==> src/rtl/pwm_pkg.sv <==
// Purpose : shared constants and types for the multi-channel PWM block.
// Latency : n/a (declarations only).
// Backpressure: n/a.
package pwm_pkg;

    // Counting mode, latched at each period boundary.
    localparam logic PWM_MODE_EDGE   = 1'b0;
    localparam logic PWM_MODE_CENTER = 1'b1;

    // Smallest period accepted; shorter requests are raised to this.
    localparam int unsigned PWM_MIN_PERIOD = 2;

    typedef enum logic {
        DIR_UP   = 1'b0,
        DIR_DOWN = 1'b1
    } pwm_dir_e;

endpackage

==> src/rtl/pwm_ch.sv <==
// Purpose : one PWM channel: compare counter against duty, apply polarity, register.
// Latency : 1 clock from counter value to o_pwm.
// Backpressure: none; free-running output.
//
// Ports:
//   i_clk, i_rst  clock, synchronous active-high reset
//   i_en          counter running; when low the output parks at its idle level
//   i_cnt         shared period counter
//   i_duty        active duty for this channel
//   o_pwm         registered PWM output
module pwm_ch
    import pwm_pkg::*;
#(
    parameter int   CNT_W = 16,
    parameter logic INV   = 1'b0
) (
    input  logic             i_clk,
    input  logic             i_rst,
    input  logic             i_en,
    input  logic [CNT_W-1:0] i_cnt,
    input  logic [CNT_W-1:0] i_duty,
    output logic             o_pwm
);

    // duty=0 never matches and duty>=period always matches, so both
    // extremes are constant levels without any special-casing.
    always_ff @(posedge i_clk) begin
        if (i_rst || !i_en) begin
            o_pwm <= INV;
        end else begin
            o_pwm <= (i_cnt < i_duty) ^ INV;
        end
    end

endmodule

==> src/rtl/pwm_multi.sv <==
// Purpose : multi-channel PWM with shared edge/center-aligned counter and shadowed period/duty.
// Latency : o_pwm 1 clock after the counter; shadow values apply from the first count of the next period.
// Backpressure: none; i_load is always accepted, a newer load overwrites a pending one.
//
// Ports:
//   i_clk, i_rst      clock, synchronous active-high reset
//   i_en              counter run enable (low: counter parked at 0, outputs idle)
//   i_mode            0 edge-aligned, 1 center-aligned; latched at period boundaries
//   i_load            capture i_period/i_duty into the shadow registers
//   i_period, i_duty  requested period and packed per-channel duties
//   o_pwm             registered PWM outputs
//   o_pending         shadow values waiting for the next boundary
//   o_period_start    high on the first count of each period
module pwm_multi
    import pwm_pkg::*;
#(
    parameter int                NUM_CH     = 4,
    parameter int                CNT_W      = 16,
    parameter int                DEF_PERIOD = 1000,
    parameter logic [NUM_CH-1:0] INV_MASK   = '0
) (
    input  logic                    i_clk,
    input  logic                    i_rst,
    input  logic                    i_en,
    input  logic                    i_mode,
    input  logic                    i_load,
    input  logic [CNT_W-1:0]        i_period,
    input  logic [NUM_CH*CNT_W-1:0] i_duty,
    output logic [NUM_CH-1:0]       o_pwm,
    output logic                    o_pending,
    output logic                    o_period_start
);

    localparam logic [CNT_W-1:0] DEF_P = CNT_W'(DEF_PERIOD);
    localparam logic [CNT_W-1:0] MIN_P = CNT_W'(PWM_MIN_PERIOD);
    localparam logic [CNT_W-1:0] ONE   = CNT_W'(1);

    logic [CNT_W-1:0]        cnt;
    pwm_dir_e                dir;
    logic                    mode;
    logic [CNT_W-1:0]        per_act;
    logic [CNT_W-1:0]        per_shd;
    logic [NUM_CH*CNT_W-1:0] duty_act;
    logic [NUM_CH*CNT_W-1:0] duty_shd;
    logic                    pending;

    logic at_top;
    logic wrap;
    logic xfer;

    assign at_top = (cnt >= per_act - ONE);

    // wrap marks the last count of a period: the counter returns to 0 on
    // the following edge. In center mode the down ramp ends at 1; with a
    // period of 2 the top is also 1, so there is no down ramp at all.
    always_comb begin
        wrap = 1'b0;
        if (i_en) begin
            if (dir == DIR_DOWN) begin
                wrap = (cnt <= ONE);
            end else if (at_top) begin
                wrap = (mode == PWM_MODE_EDGE) || (cnt <= ONE);
            end
        end
    end

    // While stopped there is no period to protect, so shadows move at once.
    assign xfer = pending && (!i_en || wrap);

    always_ff @(posedge i_clk) begin
        if (i_rst) begin
            cnt      <= '0;
            dir      <= DIR_UP;
            mode     <= PWM_MODE_EDGE;
            per_act  <= DEF_P;
            per_shd  <= DEF_P;
            duty_act <= '0;
            duty_shd <= '0;
            pending  <= 1'b0;
        end else begin
            if (!i_en || wrap) begin
                cnt  <= '0;
                dir  <= DIR_UP;
                mode <= i_mode;
            end else if (dir == DIR_DOWN || at_top) begin
                // at_top without wrap only happens in center mode: turn around
                cnt <= cnt - ONE;
                dir <= DIR_DOWN;
            end else begin
                cnt <= cnt + ONE;
            end

            if (xfer) begin
                per_act  <= per_shd;
                duty_act <= duty_shd;
            end

            // A load on the boundary cycle lands after the transfer above has
            // taken the old shadow, so it stays pending for the next period.
            if (i_load) begin
                per_shd  <= (i_period < MIN_P) ? MIN_P : i_period;
                duty_shd <= i_duty;
                pending  <= 1'b1;
            end else if (xfer) begin
                pending <= 1'b0;
            end
        end
    end

    assign o_pending      = pending;
    assign o_period_start = !i_rst && i_en && (cnt == '0);

    for (genvar k = 0; k < NUM_CH; k++) begin : g_ch
        pwm_ch #(
            .CNT_W (CNT_W),
            .INV   (INV_MASK[k])
        ) u_ch (
            .i_clk  (i_clk),
            .i_rst  (i_rst),
            .i_en   (i_en),
            .i_cnt  (cnt),
            .i_duty (duty_act[k*CNT_W +: CNT_W]),
            .o_pwm  (o_pwm[k])
        );
    end

endmodule
==> config.mk <==
export PLATFORM = sky130hd
export DESIGN_NAME = pwm_multi
export DESIGN_NICKNAME = d
export VERILOG_FILES = /design/src/rtl/pwm_pkg.sv /design/src/rtl/pwm_ch.sv /design/src/rtl/pwm_multi.sv
export SDC_FILE = /design/constraint.sdc
export NUM_CORES = 1
export LEC_CHECK = 0
export CORE_ASPECT_RATIO = 1.5
export CORE_UTILIZATION = 34
export CTS_BUF_LIST = sky130_fd_sc_hd__clkbuf_8
export DETAILED_ROUTE_END_ITERATION = 16
export PLACE_DENSITY = 0.63
export SLEW_MARGIN = 20
export SYNTH_ARGS = -nofsm -noshare
export SYNTH_HDL_FRONTEND = slang
export SYNTH_HIERARCHICAL = 1
export SYNTH_SLANG_ARGS = --single-unit
==> constraint.sdc <==
create_clock -name i_clk -period 4.95 [get_ports i_clk]
set_clock_uncertainty 0.1 [all_clocks]
set_input_delay 0.99 -clock i_clk [delete_from_list [all_inputs] [get_ports i_clk]]
set_output_delay 0.99 -clock i_clk [all_outputs]
set_load 0.005 [all_outputs]
Yosys cells after proc, flatten, opt, wreduce, memory -nomap -nowiden
Index checks and enable logic that the tools add are counted.
W data, S select, Z words.
{"block": "totals", "out_inout_bits": 6, "input_bits": 85, "wordCells": 42, "regBits": 183}
{"block": "op_classes", "n_addsub": 3, "order_cmp": 7, "n_reduce_logical": 12, "n_bitwise": 1, "n_mux": 7}
{"operator": "$lt A16 B16 Y1", "n": 4}
{"operator": "$mux W16", "n": 2}
{"operator": "$sub A16 B1 Y16 const B", "n": 2}
{"operator": "$add A16 B1 Y16 const B", "n": 1}
{"operator": "$ge A16 B16 Y1", "n": 1}
{"operator": "$le A16 B1 Y1 const B", "n": 1}
{"operator": "$logic_not A16 Y1", "n": 1}
{"operator": "$lt A16 B2 Y1 const B", "n": 1}
{"operator": "$mux W1", "n": 5}
{"operator": "$logic_or A1 B1 Y1", "n": 4}
{"operator": "$logic_and A1 B1 Y1", "n": 3}
{"operator": "$logic_not A1 Y1", "n": 2}
{"operator": "$reduce_bool A2 Y1", "n": 1}
{"operator": "$reduce_or A2 Y1", "n": 1}
{"operator": "$not A1 Y1", "n": 1}

Longest topological paths before layout
Gate-level depths: netlist of the first run.
{"block": "logic_depth", "word_depth": 9, "mapped_depth": 14, "depth_no_buf": 12}

Modules after synthesis
The synthesis of the first run kept the hierarchy.
{"mod": "pwm_multi", "seq_area_each_um2": 3583.4, "area_per_inst_um2": 8272.9, "instances": 1, "cells_each": 862}
{"mod": "pwm_ch", "seq_area_each_um2": 20.0, "area_per_inst_um2": 409.1, "instances": 4, "cells_each": 52}

Least setup slack after synthesis of the first run
No wires, ideal clock.
{"block": "synth_path", "kind": "reg-to-reg", "start": "register per_act[5]", "end": "register cnt[9]", "path_stages_with_launch": 14, "t_arrival_ps": 3635, "t_required_ps": 4730, "slack_ps": 1095, "path_buffers": 1, "setup_time_ps": 120, "period_less_slack_ps": 3855, "cell_sequence": "dfxtp_1 -> or4_1 -> nor3_1 -> nand3_1 -> nor4_1 -> xnor2_1 -> ha_1 -> nand4_1 -> or3_4 -> or4_4 -> buf_6 -> a311o_1 -> a21oi_1 -> nor3b_2"}
{"block": "synth_via", "elab_chain_cells": 7, "word_cells_on_any_way": 9, "classes_between": "add/sub (1); order compare (1); mux (4); reduce/logical (3)"}
{"item": "start, declared", "line_no": "pwm_multi.sv:41", "text": "logic [CNT_W-1:0] per_act;"}
{"item": "start signal, assigned", "line_no": "pwm_multi.sv:94", "text": "per_act <= per_shd;"}
{"item": "$sub A16 B1 Y16 (*)", "line_no": "pwm_multi.sv:51", "text": "assign at_top = (cnt >= per_act - ONE);"}
{"item": "$ge A16 B16 Y1 (*)", "line_no": "pwm_multi.sv:51"}
{"item": "$mux W1", "line_no": "pwm_multi.sv:61", "text": "end else if (at_top) begin"}
{"item": "$mux W1", "line_no": "pwm_multi.sv:59", "text": "if (dir == DIR_DOWN) begin"}
{"item": "$mux W1", "line_no": "pwm_multi.sv:58", "text": "if (i_en) begin"}
{"item": "$logic_or A1 B1 Y1", "line_no": "pwm_multi.sv:81", "text": "if (!i_en || wrap) begin"}
{"item": "$reduce_or A2 Y1 (no source line)"}
{"item": "end signal, assigned", "line_no": "pwm_multi.sv:87", "text": "cnt <= cnt - ONE;"}
{"item": "end signal, assigned", "line_no": "pwm_multi.sv:90", "text": "cnt <= cnt + ONE;"}
{"item": "end, declared", "line_no": "pwm_multi.sv:38", "text": "logic [CNT_W-1:0] cnt;"}
Every way passes the cells marked *; elsewhere a longest branch is shown, timed or not.
A chain may end at the register's enable or synchronous reset.

Worst setup path after layout of the first run
{"block": "layout_path", "start": "register per_act[5]", "end": "register pending, in the netlist o_pending"}
{"block": "layout_via", "elab_chain_cells": 8}
{"item": "$sub A16 B1 Y16", "line_no": "pwm_multi.sv:51"}
{"item": "$ge A16 B16 Y1", "line_no": "pwm_multi.sv:51"}
{"item": "$mux W1", "line_no": "pwm_multi.sv:61"}
{"item": "$mux W1", "line_no": "pwm_multi.sv:59"}
{"item": "$mux W1", "line_no": "pwm_multi.sv:58"}
{"item": "$logic_or A1 B1 Y1", "line_no": "pwm_multi.sv:68", "text": "assign xfer = pending && (!i_en || wrap);"}
{"item": "$logic_and A1 B1 Y1", "line_no": "pwm_multi.sv:68"}
{"item": "$reduce_bool A2 Y1 (no source line)"}
{"item": "end signal, assigned", "line_no": "pwm_multi.sv:79", "text": "pending <= 1'b0;"}
{"item": "end signal, assigned", "line_no": "pwm_multi.sv:103", "text": "pending <= 1'b1;"}
{"item": "end signal, assigned", "line_no": "pwm_multi.sv:105", "text": "pending <= 1'b0;"}
{"item": "end, declared", "line_no": "pwm_multi.sv:45", "text": "logic pending;"}
Every way passes these cells.

==> out/qor.csv, run 1 <==
metric;value;unit
worst_slew_pin_slew;0.828;ns
row_count;76;
drv_slew;0;
cts-root-buf;clkbuf_8;
cts_resized;0;
cp-end-kind;flip-flop;
synth_seq_area_share;0.370;
met3_length;837;um
status;finished, final reports clean;
fin_crit_sh;0.889;
cp_max_fo;14;
io_buffers;90;
grt_pass1_vias;7362;
syn_avg_cell_area;9.26;um2
wl_met1;10100;um
multi_input_area;5710;um2
die_height;211;um
track_usage;0.160;
synth_area;9910;um2
post_cts_buffers;0;
cts_tree;yes;
io_pins;91;
vias;7403;
critPathKind;flip-flop to flip-flop;
routed_wl;22600;um
cp.required;5.21;ns
route.met2.wl;10900;um
fillers;2920;
clk_latency;0.50;ns
maxCapViolations;0;
drive_above_1_share;0.0590;
grt_max_degree;106;
period_minus_slack;4.40;ns
route.detailed.drc;0;
hold_violations;0;
start_kind;flip-flop;
cts_hold_buf;0;
ys_async_sr_fraction;0;
cts_buffer_depth;2;
synth.distinct_cells;52;
htreeDepth;4;
ant_nets;0;
hpwl;15800;um
viasPerCell;4.80;
ir_drop;0.259;mV
post-route-util;0.403;
p_leak;0.00452;uW
final_cell_mix;183 x dfxtp_1, 161 x mux2i_1, 158 x nand2b_1, 108 x nor2_1, 88 x clkdlybuf4s50_1;
top_layer;met4;
ys_ff_latch;183;
layout_commonest_cell;dfxtp_1;
insertedDiodeCount;0;
die_w;141;um
antenna_found_initial;0;
slew_headroom;0.443;
start_util;0.345;
rsz0062_at_grt;no;
arrival;4.67;ns
dieArea;29800;um2
clkTransAtPathRegs;0.10;ns
grt_pass1_wl;37100;um
coreArea;28700;um2
nNetsFinal;1305;
setup_violations;0;
wl_per_cell;14.6;um
synthCells;1070;
ys_warn_count;6;
fin_setup_tns;0;ns
whs;0.373;ns
syn_to_final_growth;16.7;%
firstDrtPassIters;5;
grt-ovfl-total;0;
synthFlopType;dfxtp_1;
power_density;497;nW/um2
hold_class;flip-flop to flip-flop;
routabilityCongestion;0.822;
numCtsBuffers;17;
fmax;227;MHz
syn_nets;1236;
regArea;3660;um2
synth_edf_count;0;
clock-sinks;183;
drt_iter0_markers;335;
## metrics by stage
| step | area (um2) | cells | total power, uW | setup WS (ns) |
|---|---|---|---|---|
| 5_1_grt | 11600 | 1542 | 6190 | 0.149 |
| 3_5_place_dp | 11200 | 1510 | 4780 | 0.529 |
| 2_1_floorplan | 9910 | 1070 | 4060 | 1.10 |
| 4_1_cts | 11600 | 1542 | 5790 | 0.506 |
| 6_report | 11600 | 1542 | 5750 | 0.548 |
| 3_3_place_gp | 11200 | 1510 | 4720 | 0.659 |
## cell usage after synthesis, drive strengths merged, types with 4 or more instances
library cell | number | share of area
nor3b | 7 | 0.0063
dfxtp | 183 | 0.37
a221o | 4 | 0.0040
o22ai | 4 | 0.0032
a21o | 13 | 0.0098
or3b | 4 | 0.0035
nand3 | 12 | 0.0066
nor2b | 7 | 0.0044
a21oi | 22 | 0.011
o211ai | 8 | 0.0061
a211oi | 5 | 0.0058
o21ai | 12 | 0.0061
nand4 | 7 | 0.0044
o2111ai | 4 | 0.0035
ha | 81 | 0.10
o21a | 7 | 0.0053
nor4 | 20 | 0.013
clkbuf | 36 | 0.014
nand2 | 29 | 0.011
mux2i | 161 | 0.16
nor3 | 28 | 0.014
xnor2 | 12 | 0.011
nand2b | 158 | 0.10
a211o | 6 | 0.0053
nor2 | 108 | 0.041
and4 | 14 | 0.013
or4 | 4 | 0.0034
buf | 19 | 0.015
a31oi | 7 | 0.0044
inv | 71 | 0.027
## final timing paths
check / from / to / slack, ns / cells past startpoint
max: per_act[5] / o_pending / 0.55 / 12
min reg2reg: per_shd[0] / per_shd[0] / 0.37 / 2
min: per_shd[0] / per_shd[0] / 0.37 / 2
max reg2reg: per_act[5] / o_pending / 0.55 / 12
## routing by layer
metal,global-route usage,up-vias
met5,0,-
met4,0.0771,0
met3,0.0295,39
met2,0.274,160
met1,0.192,3391
li1,-,3813
## worst max-delay path, cell delays in order (launching register included)
cell     delay, ns
dfxtp_1       0.37
or4_1         0.58
nor3_1        0.29
nand3_1       0.15
nor4_1        0.28
xnor2_1       0.12
ha_1          0.29
nand4_1       0.14
or3_4         0.43
or4_4         0.64
nand3_2       0.23
a21o_1        0.50
o22ai_1       0.16
## sequential cells by signal (all words and copies together) (netlist names)
name,cells
duty_act,64
per_shd,16
per_act,16
cnt,16
g_ch.u_ch/o_pwm,4
dir,1
o_pending,1
mode,1
duty_shd,64
## area by class of cell
type / instances / area share
clock buffer: 18 / 0.0214
timing repair buffer: 105 / 0.0907
inverter: 71 / 0.0230
tap: 390 / 0.0422
multi-input combinational: 761 / 0.494
clock inverter: 14 / 0.0123
sequential: 183 / 0.317
## report_power, final
| part | switching [uW] | internal (uW) | leakage [uW] |
|---|---|---|---|
| clock network | 606 | 382 | 0.000193 |
| logic | 1450 | 1370 | 0.00283 |
| registers | 300 | 1650 | 0.00150 |
## kinds of logic after synthesis
kind of cell / Yosys count / share of synthesized area
adders and majority gates: 81 / 0.102
DFF: 183 / 0.370
buffers and inverters: 126 / 0.0554
and+or+nand+nor: 405 / 0.225
muxes: 161 / 0.163
xor gates and xnor gates: 15 / 0.0133
AOI/OAI and AO/OA: 99 / 0.0716
No activity file was read; power rests on OpenSTA's default activity.
==> run 2, diff against run 1 <==
--- a/config.mk
+++ b/config.mk
@@ -6,6 +6,7 @@
 export NUM_CORES = 1
 export LEC_CHECK = 0
 export CORE_ASPECT_RATIO = 1.5
+export CORE_MARGIN = 4
 export CORE_UTILIZATION = 34
 export CTS_BUF_LIST = sky130_fd_sc_hd__clkbuf_8
 export DETAILED_ROUTE_END_ITERATION = 16
==> out/qor.csv, run 2 (same netlist as run 1, synthesis figures left out) <==
metric;value;unit;change
status;finished, final reports clean;;
worst_slew_pin_slew;0.788;ns;-0.0403 ns
track_usage;0.147;;-0.0134
io_buffers;90;;unchanged
insertedDiodeCount;0;;unchanged
slew_headroom;0.474;;+0.0312
setup_violations;0;;unchanged
hold_end;per_shd[0];;
numCtsBuffers;17;;unchanged
final_cell_mix;183 x dfxtp_1, 161 x mux2i_1, 158 x nand2b_1, 108 x nor2_1, 88 x clkdlybuf4s50_1;;
met2_usage;0.258;;-0.0163
grt-ovfl-total;0;;unchanged
drv_slew;0;;unchanged
io_pins;91;;unchanged
period_minus_slack;4.43;ns;+0.0258 ns
slowest_stage;or4_4;;
start_util;0.345;;unchanged
cp.required;5.20;ns;about the same
critPathKind;flip-flop to flip-flop;;
grt_use_met3;0.0310;;+0.00156
routed_wl;22800;um;+1.0%
hpwl;15800;um;about the same
rrSetupSlack;0.52;ns;-0.03 ns
viasPerCell;4.82;;+0.45%
grt_pass1_vias;7638;;+3.7%
fin_crit_sh;0.895;;+0.00521
power_density;504;nW/um2;+1.4%
hold_class;flip-flop to flip-flop;;
cp_max_fo;14;;unchanged
routabilityCongestion;0.843;;+2.6%
row_count;76;;unchanged
antenna_found_initial;0;;unchanged
grt_busiest_layer;met2;;
nNetsFinal;1303;;-0.15%
fin_setup_tns;0;ns;unchanged
cts-root-buf;clkbuf_8;;
coreArea;28700;um2;unchanged
drt_iter0_markers;351;;+4.8%
syn_to_final_growth;16.9;%;
vias;7427;;+0.32%
maxCapViolations;0;;unchanged
worstHoldStart;per_shd[0];;
grt_pass1_wl;37800;um;+1.7%
route.detailed.drc;0;;unchanged
dieArea;32000;um2;+7.2%
start_kind;flip-flop;;
layout_commonest_cell;dfxtp_1;;
critPathMaxStageDelay;0.65;ns;about the same
drive_above_1_share;0.0583;;-0.000767
arrival;4.68;ns;about the same
cts_hold_buf;0;;unchanged
r2r_end;o_pending;;
hold_violations;0;;unchanged
met1_usage;0.170;;-0.0219
critical-path-top-delay-family;simple AND/OR/NAND/NOR gates;;
ant_nets;0;;unchanged
die_w;147;um;+4.2%
cp-end-kind;flip-flop;;
fmax;226;MHz;-0.58%
ir_drop;0.335;mV;+30%
clkTransAtPathRegs;0.10;ns;about the same
htreeDepth;4;;unchanged
die_height;217;um;+2.8%
r2r-start;per_act[5];;
post-route-util;0.403;;+0.000435
cts_buffer_depth;2;;unchanged
rsz0062_at_grt;no;;
fillers;2901;;-0.65%
wl_per_cell;14.8;um;+1.1%
firstDrtPassIters;5;;unchanged
finalPower;5840;uW;+1.5%
cp_num_buf_inv;0;;unchanged
path_cells;or4_1, nor3_1, nand3_1, nor4_1, xnor2_1, ha_1, nand4_1, or3_4, or4_4, nand3_2, a21o_1, o22ai_1;;
cts_resized;0;;unchanged
p_leak;0.00453;uW;+0.18%
hold_depth;2;;unchanged
largestRegisters;duty_act (64), duty_shd (64);;
post_cts_buffers;0;;unchanged
cts_tree;yes;;
clock-sinks;183;;unchanged
ff2ff_path_depth;12;;unchanged
grt_max_degree;101;;-4.7%
clk_latency;0.50;ns;about the same
## run 2: changes by cell type in the layout (fill, tap and decap cells not counted), sizes merged
cell    delta
bufinv     +3
buf        -2
clkinv     -2
clkbuf     -1
## run 2: worst max path at each step
stage,from,endpoint,slack [ns],cells after the start
after floorplan,per_act[5],cnt[9],1.10,13
after global routing,per_act[5],o_pending,0.22,12
final,per_act[5],o_pending,0.52,12
after CTS,per_act[5],o_pending,0.52,12
after global placement,per_act[5],o_pending,0.67,12
after detailed placement,per_act[5],o_pending,0.56,12
## run 2: layout make-up
class	count	area [um2]	area share
Inverter	71	267	0.0230
Tap cell	390	488	0.0421
Clock inverter	15	196	0.0170
Multi-Input combinational cell	761	5710	0.493
Timing Repair Buffer	103	1020	0.0883
Clock buffer	17	234	0.0202
Sequential cell	183	3660	0.316
## run 2: report_power, final
part	leakage, uW	internal, uW	switching, uW	total [uW]
logic	0.00282	1350	1460	2810
clock network	0.000215	513	595	1110
registers	0.00150	1650	275	1920
## run 2: through the flow
step           cells  hold slack (ns)  cell area [um2]  setup slack, ns
4_1_cts         1540            0.377            11600            0.520
2_1_floorplan   1070            0.344             9910             1.10
6_report        1540            0.375            11600            0.522
5_1_grt         1540            0.389            11600            0.219
3_3_place_gp    1508            0.361            11200            0.674
3_5_place_dp    1508            0.360            11200            0.562
## run 2: worst min-delay path: cells and delay by family (launching register included)
family	cells	cell delay, ns
flip-flops	1	0.32
AND/OR/NAND/NOR	1	0.06
AO/OA/AOI/OAI	1	0.05
## run 2: metal layers
layer	vias to the layer above	share of wire
li1	3805	-
met1	3405	0.43
met2	162	0.50
met3	55	0.042
met4	0	0.032
met5	-	0
